--- src/rtl/div_issue_sched.sv ---
// Shared iterative divider for the two EX1 issue lanes.
// Serialises lane requests and holds results until EX2 accepts.
module div_issue_sched #(
  parameter int XLEN       = 32,
  parameter bit EARLY_ZERO = 1'b1
) (
  input  logic            clk,
  input  logic            aresetn,
  input  logic            flush,
  input  logic            req0,
  input  logic            req1,
  input  logic [1:0]      op0,
  input  logic [1:0]      op1,
  input  logic [XLEN-1:0] a0,
  input  logic [XLEN-1:0] a1,
  input  logic [XLEN-1:0] b0,
  input  logic [XLEN-1:0] b1,
  input  logic            ex2_allowin,
  output logic            div_ready,
  output logic [XLEN-1:0] res0,
  output logic [XLEN-1:0] res1,
  output logic            res0_valid,
  output logic            res1_valid,
  output logic            busy
);

  localparam int CW = $clog2(XLEN);
  localparam logic [CW-1:0] LAST = CW'(XLEN - 1);

  typedef enum logic [2:0] {
    IDLE, PREP, CALC, FIX, DONE
  } state_t;

  state_t          state;
  logic            lane;
  logic            pend1;
  logic            is_rem;
  logic            sign_q;
  logic            sign_r;
  logic            bzero;
  logic [XLEN-1:0] dvd;
  logic [XLEN-1:0] dsr;
  logic [XLEN-1:0] rem;
  logic [CW-1:0]   cnt;

  logic [1:0]      op_s;
  logic [XLEN-1:0] a_s;
  logic [XLEN-1:0] b_s;
  logic            sgn_s;
  logic [XLEN-1:0] a_abs;
  logic [XLEN-1:0] b_abs;
  logic            b_zero;
  logic [XLEN-1:0] ez_res;

  logic [XLEN:0]   rem_sh;
  logic [XLEN:0]   diff;
  logic            ge;
  logic [XLEN-1:0] rem_nx;
  logic [XLEN-1:0] quo_nx;
  logic [XLEN-1:0] q_fin;
  logic [XLEN-1:0] r_fin;

  logic            wr_en;
  logic [XLEN-1:0] wr_data;

  // Operand select and sign conditioning for the lane being prepared
  always_comb begin
    op_s   = lane ? op1 : op0;
    a_s    = lane ? a1 : a0;
    b_s    = lane ? b1 : b0;
    sgn_s  = ~op_s[1];
    a_abs  = (sgn_s & a_s[XLEN-1]) ? -a_s : a_s;
    b_abs  = (sgn_s & b_s[XLEN-1]) ? -b_s : b_s;
    b_zero = (b_s == '0);
    ez_res = op_s[0] ? a_s : '1;
  end

  // One restoring shift-subtract step plus final sign fix-up
  always_comb begin
    rem_sh = {rem, dvd[XLEN-1]};
    diff   = rem_sh - {1'b0, dsr};
    ge     = (rem_sh >= {1'b0, dsr});
    rem_nx = ge ? diff[XLEN-1:0] : rem_sh[XLEN-1:0];
    quo_nx = {dvd[XLEN-2:0], ge};
    q_fin  = bzero ? '1 : (sign_q ? -quo_nx : quo_nx);
    r_fin  = sign_r ? -rem_nx : rem_nx;
  end

  // Result write happens on entry to FIX so the lane is valid during FIX
  always_comb begin
    wr_en   = 1'b0;
    wr_data = '0;
    if (state == PREP && b_zero && EARLY_ZERO) begin
      wr_en   = 1'b1;
      wr_data = ez_res;
    end else if (state == CALC && cnt == LAST) begin
      wr_en   = 1'b1;
      wr_data = is_rem ? r_fin : q_fin;
    end
  end

  // Scheduler FSM and divider datapath registers
  always_ff @(posedge clk) begin
    if (!aresetn || flush) begin
      state      <= IDLE;
      lane       <= 1'b0;
      pend1      <= 1'b0;
      is_rem     <= 1'b0;
      sign_q     <= 1'b0;
      sign_r     <= 1'b0;
      bzero      <= 1'b0;
      dvd        <= '0;
      dsr        <= '0;
      rem        <= '0;
      cnt        <= '0;
      res0       <= '0;
      res1       <= '0;
      res0_valid <= 1'b0;
      res1_valid <= 1'b0;
    end else begin
      unique case (state)
        IDLE: begin
          if (req0 | req1) begin
            lane  <= ~req0;
            pend1 <= req0 & req1;
            state <= PREP;
          end
        end
        PREP: begin
          if (!lane) pend1 <= req1;
          dvd    <= a_abs;
          dsr    <= b_abs;
          sign_q <= sgn_s & (a_s[XLEN-1] ^ b_s[XLEN-1]);
          sign_r <= sgn_s & a_s[XLEN-1];
          is_rem <= op_s[0];
          bzero  <= b_zero;
          rem    <= '0;
          cnt    <= '0;
          if (b_zero && EARLY_ZERO) state <= FIX;
          else state <= CALC;
        end
        CALC: begin
          rem <= rem_nx;
          dvd <= quo_nx;
          cnt <= cnt + 1'b1;
          if (cnt == LAST) state <= FIX;
        end
        FIX: begin
          if (!lane && pend1) begin
            lane  <= 1'b1;
            state <= PREP;
          end else begin
            state <= DONE;
          end
        end
        DONE: begin
          if (ex2_allowin) begin
            state      <= IDLE;
            lane       <= 1'b0;
            res0_valid <= 1'b0;
            res1_valid <= 1'b0;
          end
        end
        default: state <= IDLE;
      endcase
      if (wr_en) begin
        if (!lane) begin
          res0       <= wr_data;
          res0_valid <= 1'b1;
        end else begin
          res1       <= wr_data;
          res1_valid <= 1'b1;
        end
      end
    end
  end

  assign busy      = (state != IDLE);
  assign div_ready = (~req0 & ~req1) | (state == DONE);

endmodule

--- config.mk ---
export PLATFORM = sky130hd
export DESIGN_NAME = div_issue_sched
export DESIGN_NICKNAME = d
export VERILOG_FILES = /design/src/rtl/div_issue_sched.sv
export SDC_FILE = /design/constraint.sdc
export NUM_CORES = 1
export LEC_CHECK = 0
export CORE_MARGIN = 10
export CORE_UTILIZATION = 53
export CTS_CLUSTER_DIAMETER = 50
export DETAILED_ROUTE_END_ITERATION = 6
export GPL_TIMING_DRIVEN = 0
export PLACE_DENSITY = 0.78
export SYNTH_ARGS = -nofsm -noshare
export SYNTH_HDL_FRONTEND = slang
export SYNTH_SLANG_ARGS = --single-unit
export TNS_END_PERCENT = 50
--- constraint.sdc ---
create_clock -name clk -period 6.16 [get_ports clk]
set_input_delay 1.848 -clock clk [delete_from_list [all_inputs] [get_ports clk]]
set_output_delay 1.848 -clock clk [all_outputs]
set_load 0.01 [all_outputs]
Word-level counts from Yosys, hierarchy flattened:

Index checks and enable logic that the tools add are counted.

* equality and inequality tests: 10
* $add $sub $neg: 6
* reduce and logical (&&, ||, !) cells: 17
* bitwise gates (word level): 12
* order comparisons: 1
* muxes and demuxes: 39

Operators by type and width (number)
* 2-to-1 mux 32 bit: 12
* negator 32 bit: 4
* case mux 32 bit (2 select lines): 2
* greater-or-equal comparator 33 x 32 -> 1 bit: 1
* logical NOT 32 bit: 1
* subtractor 32 bit: 1
* 2-to-1 mux 1 bit: 16
* case mux 3 bit (5 select lines): 1
* 2-to-1 mux 3 bit: 4
* case mux 5 bit (2 select lines): 1
* inequality test 2 bit, second input constant: 4
* == test 3 x 2 -> 1 bit, second input constant: 2
* AND reduction 3 bit: 2
* nonzero test 3 bit: 2
* adder 5 x 1 -> 5 bit, second input constant: 1
* bitwise AND 1 bit: 5
* == test 5 bit, second input constant: 1
* inverter 1 bit: 4
* AND reduction 2 bit: 2
* AND reduction 4 bit: 1
* nonzero test 2 bit: 2
* == test 3 x 1 -> 1 bit, second input constant: 1
* == test 3 bit, second input constant: 1
* logical AND 1 bit: 3
* other kinds (9): 11

* output and inout bits: 68
* word-level logic and storage cells: 100
* register bits: 176

Logic depth before layout (Yosys ltp):

* depth after elaboration: 7
* depth in mapped cells: 23
* depth with buffers taken out: 19

Least setup slack after synthesis:

Ideal clock, no wire load.

* kind: register -> register
* start point: reg lane
* end point: reg res0[0]
* arrival time: 5173 ps
* period minus slack after synthesis: 5259 ps
* data required time: 6074 ps
* setup time: 86 ps
* cell stages (with the launch flop): 23
* setup slack: 901 ps
* path through: dfxtp_1 -> buf_2 -> buf_4 -> buf_2 -> buf_4 -> buf_4 -> buf_2 -> buf_2 -> buf_4 -> buf_4 -> buf_1 -> mux2i_1 -> ha_1 -> o221ai_1 -> nor4b_1 -> and3_1 -> and2_1 -> nand4_1 -> clkbuf_1 -> a21oi_1 -> clkbuf_1 -> nor2_1 -> a211oi_1

* cells in the longest elaborated chain, start to end: 5
* elaborated cells between the ends (all ways): 10

RTL lines
* start: declaration: RTL line 35 `logic lane;`
* start signal: assignment: RTL line 124 `lane <= ~req0;`
* 2-to-1 mux 32 bit: RTL line 70 `b_s = lane ? b1 : b0;`
* logical NOT 32 bit: RTL line 74 `b_zero = (b_s == '0);`
* logical AND 1 bit: RTL line 93 `if (state == PREP && b_zero && EARLY_ZERO) begin`
* 2-to-1 mux 1 bit: RTL line 93
* AND reduction 2 bit (no source line)
* end signal: assignment: RTL line 168 `res0 <= wr_data;`
* end: declaration: RTL line 20 `output logic [XLEN-1:0] res0,`

Parallel ways exist; a longest one is shown, timed or not.
A chain may end at the register's enable or synchronous reset.

Worst setup path after layout:

* start point: reg rem[13]
* end point: reg res1[22]

* cells in the longest elaborated chain, start to end: 7
* elaborated cells between the ends (all ways): 11

RTL lines
* start: declaration: RTL line 43 `logic [XLEN-1:0] rem;`
* start signal: assignment: RTL line 143 `rem <= rem_nx;`
* subtractor 32 bit or greater-or-equal comparator 33 x 32 -> 1 bit (tied branches): RTL line 81, 82
* 2-to-1 mux 32 bit or negator 32 bit (tied branches): RTL line 83, 85
* negator 32 bit or 2-to-1 mux 32 bit (tied branches): RTL line 86, 85
* 2-to-1 mux 32 bit (on tied branches): RTL line 86, 85
* 2-to-1 mux 32 bit *: RTL line 98 `wr_data = is_rem ? r_fin : q_fin;`
* 2-to-1 mux 32 bit *: RTL line 96 `end else if (state == CALC && cnt == LAST) begin`
* 2-to-1 mux 32 bit *: RTL line 93
* end signal: assignment: RTL line 171 `res1 <= wr_data;`
* end: declaration: RTL line 21 `output logic [XLEN-1:0] res1,`

Mark *: on every way between the ends. The rest lies on a longest branch, timed or not.

==> results.json <==
{
  "clkLatencyLatePin_ns": 0.45,
  "routedWlPerCell_um": 23.4,
  "path_cells": "ha_1, buf_6, a21oi_2, o21ai_1, a21o_1, o311ai_4, nand2_4, clkinv_1, clkbuf_2, clkbuf_4, buf_2, ha_1, nand4_1, or4_1, or3_1, o21ai_0, xor2_1, a21oi_1, nor2_1, a31o_2, a211o_1, a21oi_1",
  "synth_top_area_frac": 0.255,
  "path_max_fanout": 10,
  "fin_nets": 2282,
  "h-tree-depth": 4,
  "core_um2": 25800,
  "cts.reportedPaths.clkPinSlew_ns": 0.08,
  "yosys.area.top_type": "dfxtp_1",
  "cts-root-buf": "clkbuf_16",
  "maxCapViolCount": 0,
  "cts_tree": "yes",
  "netlist_area_um2": 13800,
  "hp-class": "flip-flop to flip-flop",
  "hold_viol": 0,
  "wl_um": 57500,
  "required_ns": 6.52,
  "synth_nets": 2058,
  "arrival_ns": 6.31,
  "synth_area_per_cell_um2": 7.34,
  "place_congestion": 1.04,
  "clock_skew_ns": 0.0178,
  "antenna_found_initial": 0,
  "die-area_um2": 32900,
  "start_util": 0.534,
  "tightest_slew_ns": 0.984,
  "status": "completed",
  "slew_viol_final": 0,
  "groute.usage.overall": 0.331,
  "postSynthCellCount": 1881,
  "max_freq_mhz": 168,
  "ios": 206,
  "num_rows": 59,
  "io_buffers": 205,
  "synth_edf_count": 0,
  "ys.flop_type": "dfxtp_1",
  "die_x_um": 181,
  "synth_cell_type_count": 90,
  "ys_seq_elements": 176,
  "vdd_drop_max_uv": 190,
  "p_leak_nw": 5.98,
  "ant_nets": 0,
  "numCtsBuffers": 17,
  "route.detailed.drc": 0,
  "tns_ns": 0,
  "grt_overflow_total": 0,
  "antenna_cells": 0,
  "grt_max_degree": 20,
  "crit_path_end_kind": "flip-flop",
  "die_y_um": 181,
  "syn2layout_area_growth_pct": 23.2,
  "synth-async-reset-ratio": 0,
  "yosysSeqAreaShare": 0.255,
  "fin_crit_ns": 5.94,
  "worst_setup_path_start_kind": "flip-flop",
  "vias": 16200,
  "max_stage_delay_ns": 0.50,
  "slew_headroom": 0.342,
  "period_share": 0.965,
  "r2r_slack_ns": 0.22,
  "dpl.hpwl_um": 46400,
  "grt_pass1_vias": 15200,
  "p_per_area_nw_per_um2": 235,
  "final_layout_size_suffix_gt1_frac": 0.0675,
  "synth_warnings": 0,
  "setup_viol": 0,
  "worstSetupPathType": "flip-flop to flip-flop",
  "first_iter_violations": 2407,
  "drt_pre_antenna_iters": 6,
  "grt_pass1_wl_um": 87700,
  "clock-sinks": 176,
  "total_power_mw": 4.00,
  "clockBufferDepth": 2,
  "cp_slowest_cell": "dfxtp_1",
  "synth.area.top_cells": "dfxtp_1 26%, a21oi_1 7.8%, mux2i_1 5.4%, o21ai_0 5.4%, nor2_1 5.1%",
  "via_per_inst": 6.60
}
[critical path: cells and delay by family (launching register included)]
family / cells / cell delay [ns]
AO/OA/AOI/OAI: 9 / 2.11
AND/OR/NAND/NOR: 5 / 1.40
buffers and inverters: 5 / 1.16
adder cells (fa/ha/maj): 2 / 0.59
flip-flops: 1 / 0.50
XOR/XNOR: 1 / 0.09
[stage by stage]
stage          cell area [um2]  instances  hold WS [ns]  setup slack (ns)  utilization
2_1_floorplan            13800       1881         0.432             0.901            -
3_3_place_gp             16300       2421         0.441             -1.26        0.630
3_5_place_dp             16300       2421         0.446             -1.39        0.630
4_1_cts                  16900       2453         0.454            0.0559        0.655
5_1_grt                  17000       2453         0.477          -0.00455        0.658
6_report                 17000       2453         0.454             0.217        0.658
[layout by cell type (no fill, tap or decap), types with 7 or more instances in the layout]
| master | count |
|---|---|
| a211oi_1 | 36 |
| a21o_1 | 10 |
| a21oi_1 | 205 |
| a21oi_2 | 12 |
| a221o_1 | 8 |
| a221oi_1 | 19 |
| a22oi_1 | 55 |
| a31oi_1 | 32 |
| and2_1 | 14 |
| and3_1 | 18 |
| buf_1 | 7 |
| buf_2 | 24 |
| buf_4 | 9 |
| clkbuf_1 | 78 |
| clkbuf_16 | 17 |
| clkbuf_2 | 8 |
| clkdlybuf4s50_1 | 205 |
| dfxtp_1 | 176 |
| ha_1 | 37 |
| inv_1 | 57 |
| mux2_2 | 15 |
| mux2i_1 | 73 |
| nand2_1 | 183 |
| nand2b_1 | 11 |
| nand3_1 | 42 |
| nand4_1 | 26 |
| nor2_1 | 186 |
| nor2b_1 | 11 |
| nor3_1 | 52 |
| nor3b_1 | 11 |
| nor4_1 | 13 |
| o211ai_1 | 11 |
| o21a_1 | 10 |
| o21ai_0 | 148 |
| o31ai_1 | 20 |
| o41ai_1 | 7 |
| or3_1 | 29 |
| xnor2_1 | 56 |
| xor2_1 | 52 |
[final cells by class]
class                           instances  area [um2]
Tap cell                              335         419
Multi-Input combinational cell       1513        9560
Clock buffer                           19         433
Timing Repair Buffer                  208        2090
Fill cell                            2362        8830
Clock inverter                         13         148
Buffer                                131         614
Sequential cell                       176        3520
Inverter                               58         218
[registers in the layout, indices dropped and copies added, names as in the netlist]
| register | cells |
|---|---|
| res0 | 32 |
| res0_valid | 1 |
| lane | 1 |
| res1 | 32 |
| sign_q | 1 |
| dvd | 32 |
| rem | 32 |
| sign_r | 1 |
| res1_valid | 1 |
| state | 3 |
| pend1 | 1 |
| cnt | 5 |
| is_rem | 1 |
| bzero | 1 |
| dsr | 32 |
[cell usage after synthesis, types with 5 or more instances]
library cell and number:
a21o_1 10, a41oi_1 5, buf_4 8, mux2i_1 74, and3_1 18, mux2_2 15, nand2_1 184, buf_1 9
nor2b_1 12, clkbuf_1 86, a22oi_1 55, nor4_1 15, a21oi_1 214, nand2b_1 11, a31oi_1 32, a221o_1 8
buf_2 27, nand3_1 42, xor2_1 52, o31ai_1 20, nor3b_1 11, o211ai_1 11, a311oi_1 5, nand4_1 26
nor2_1 186, o41ai_1 7, o21a_1 10, o21ai_1 5, or4_1 5, a211oi_1 36, a221oi_1 19, ha_1 38
or3_1 29, inv_1 57, o21ai_0 148, nor3_1 52, xnor2_1 56, o31a_1 6, dfxtp_1 176, and2_1 14
[routing by layer]
layer | share of wire | routed length [um] | global-route usage
met5 | 0 | 0 | 0
met4 | 0.026 | 1520 | 0.0960
met3 | 0.11 | 6170 | 0.0759
met2 | 0.44 | 25200 | 0.509
met1 | 0.43 | 24600 | 0.453
[timing repair]
item,in CTS,in global routing
endpoints found under the setup margin,68,65
hold buffers,0,0
pin swaps,1,3
gates resized for setup,20,17
buffers inserted,1,2
[logic make-up after synthesis]
kind of cell	synth area share
fa+ha+maj	0.0359
mux	0.0659
buf+inv	0.0590
xor+xnor	0.0685
compound gates	0.299
simple gates	0.217
flops	0.255
[final timing paths]
kind / cells after the start / from / end
max reg2reg: 22 / rem[13] / res1[22]
min reg2reg: 2 / dsr[14] / dsr[14]
max: 22 / rem[13] / res1[22]
min: 2 / dsr[14] / dsr[14]
[power breakdown]
group          total, mW  leakage (nW)  switching [mW]  internal (mW)
Sequential          1.17          1.42          0.0181           1.15
Clock               1.11         0.284           0.530          0.575
Combinational       1.73          4.27            1.12          0.612
Total               4.00          5.98            1.66           2.34
Note: power is estimated with default switching activity, not from simulation.
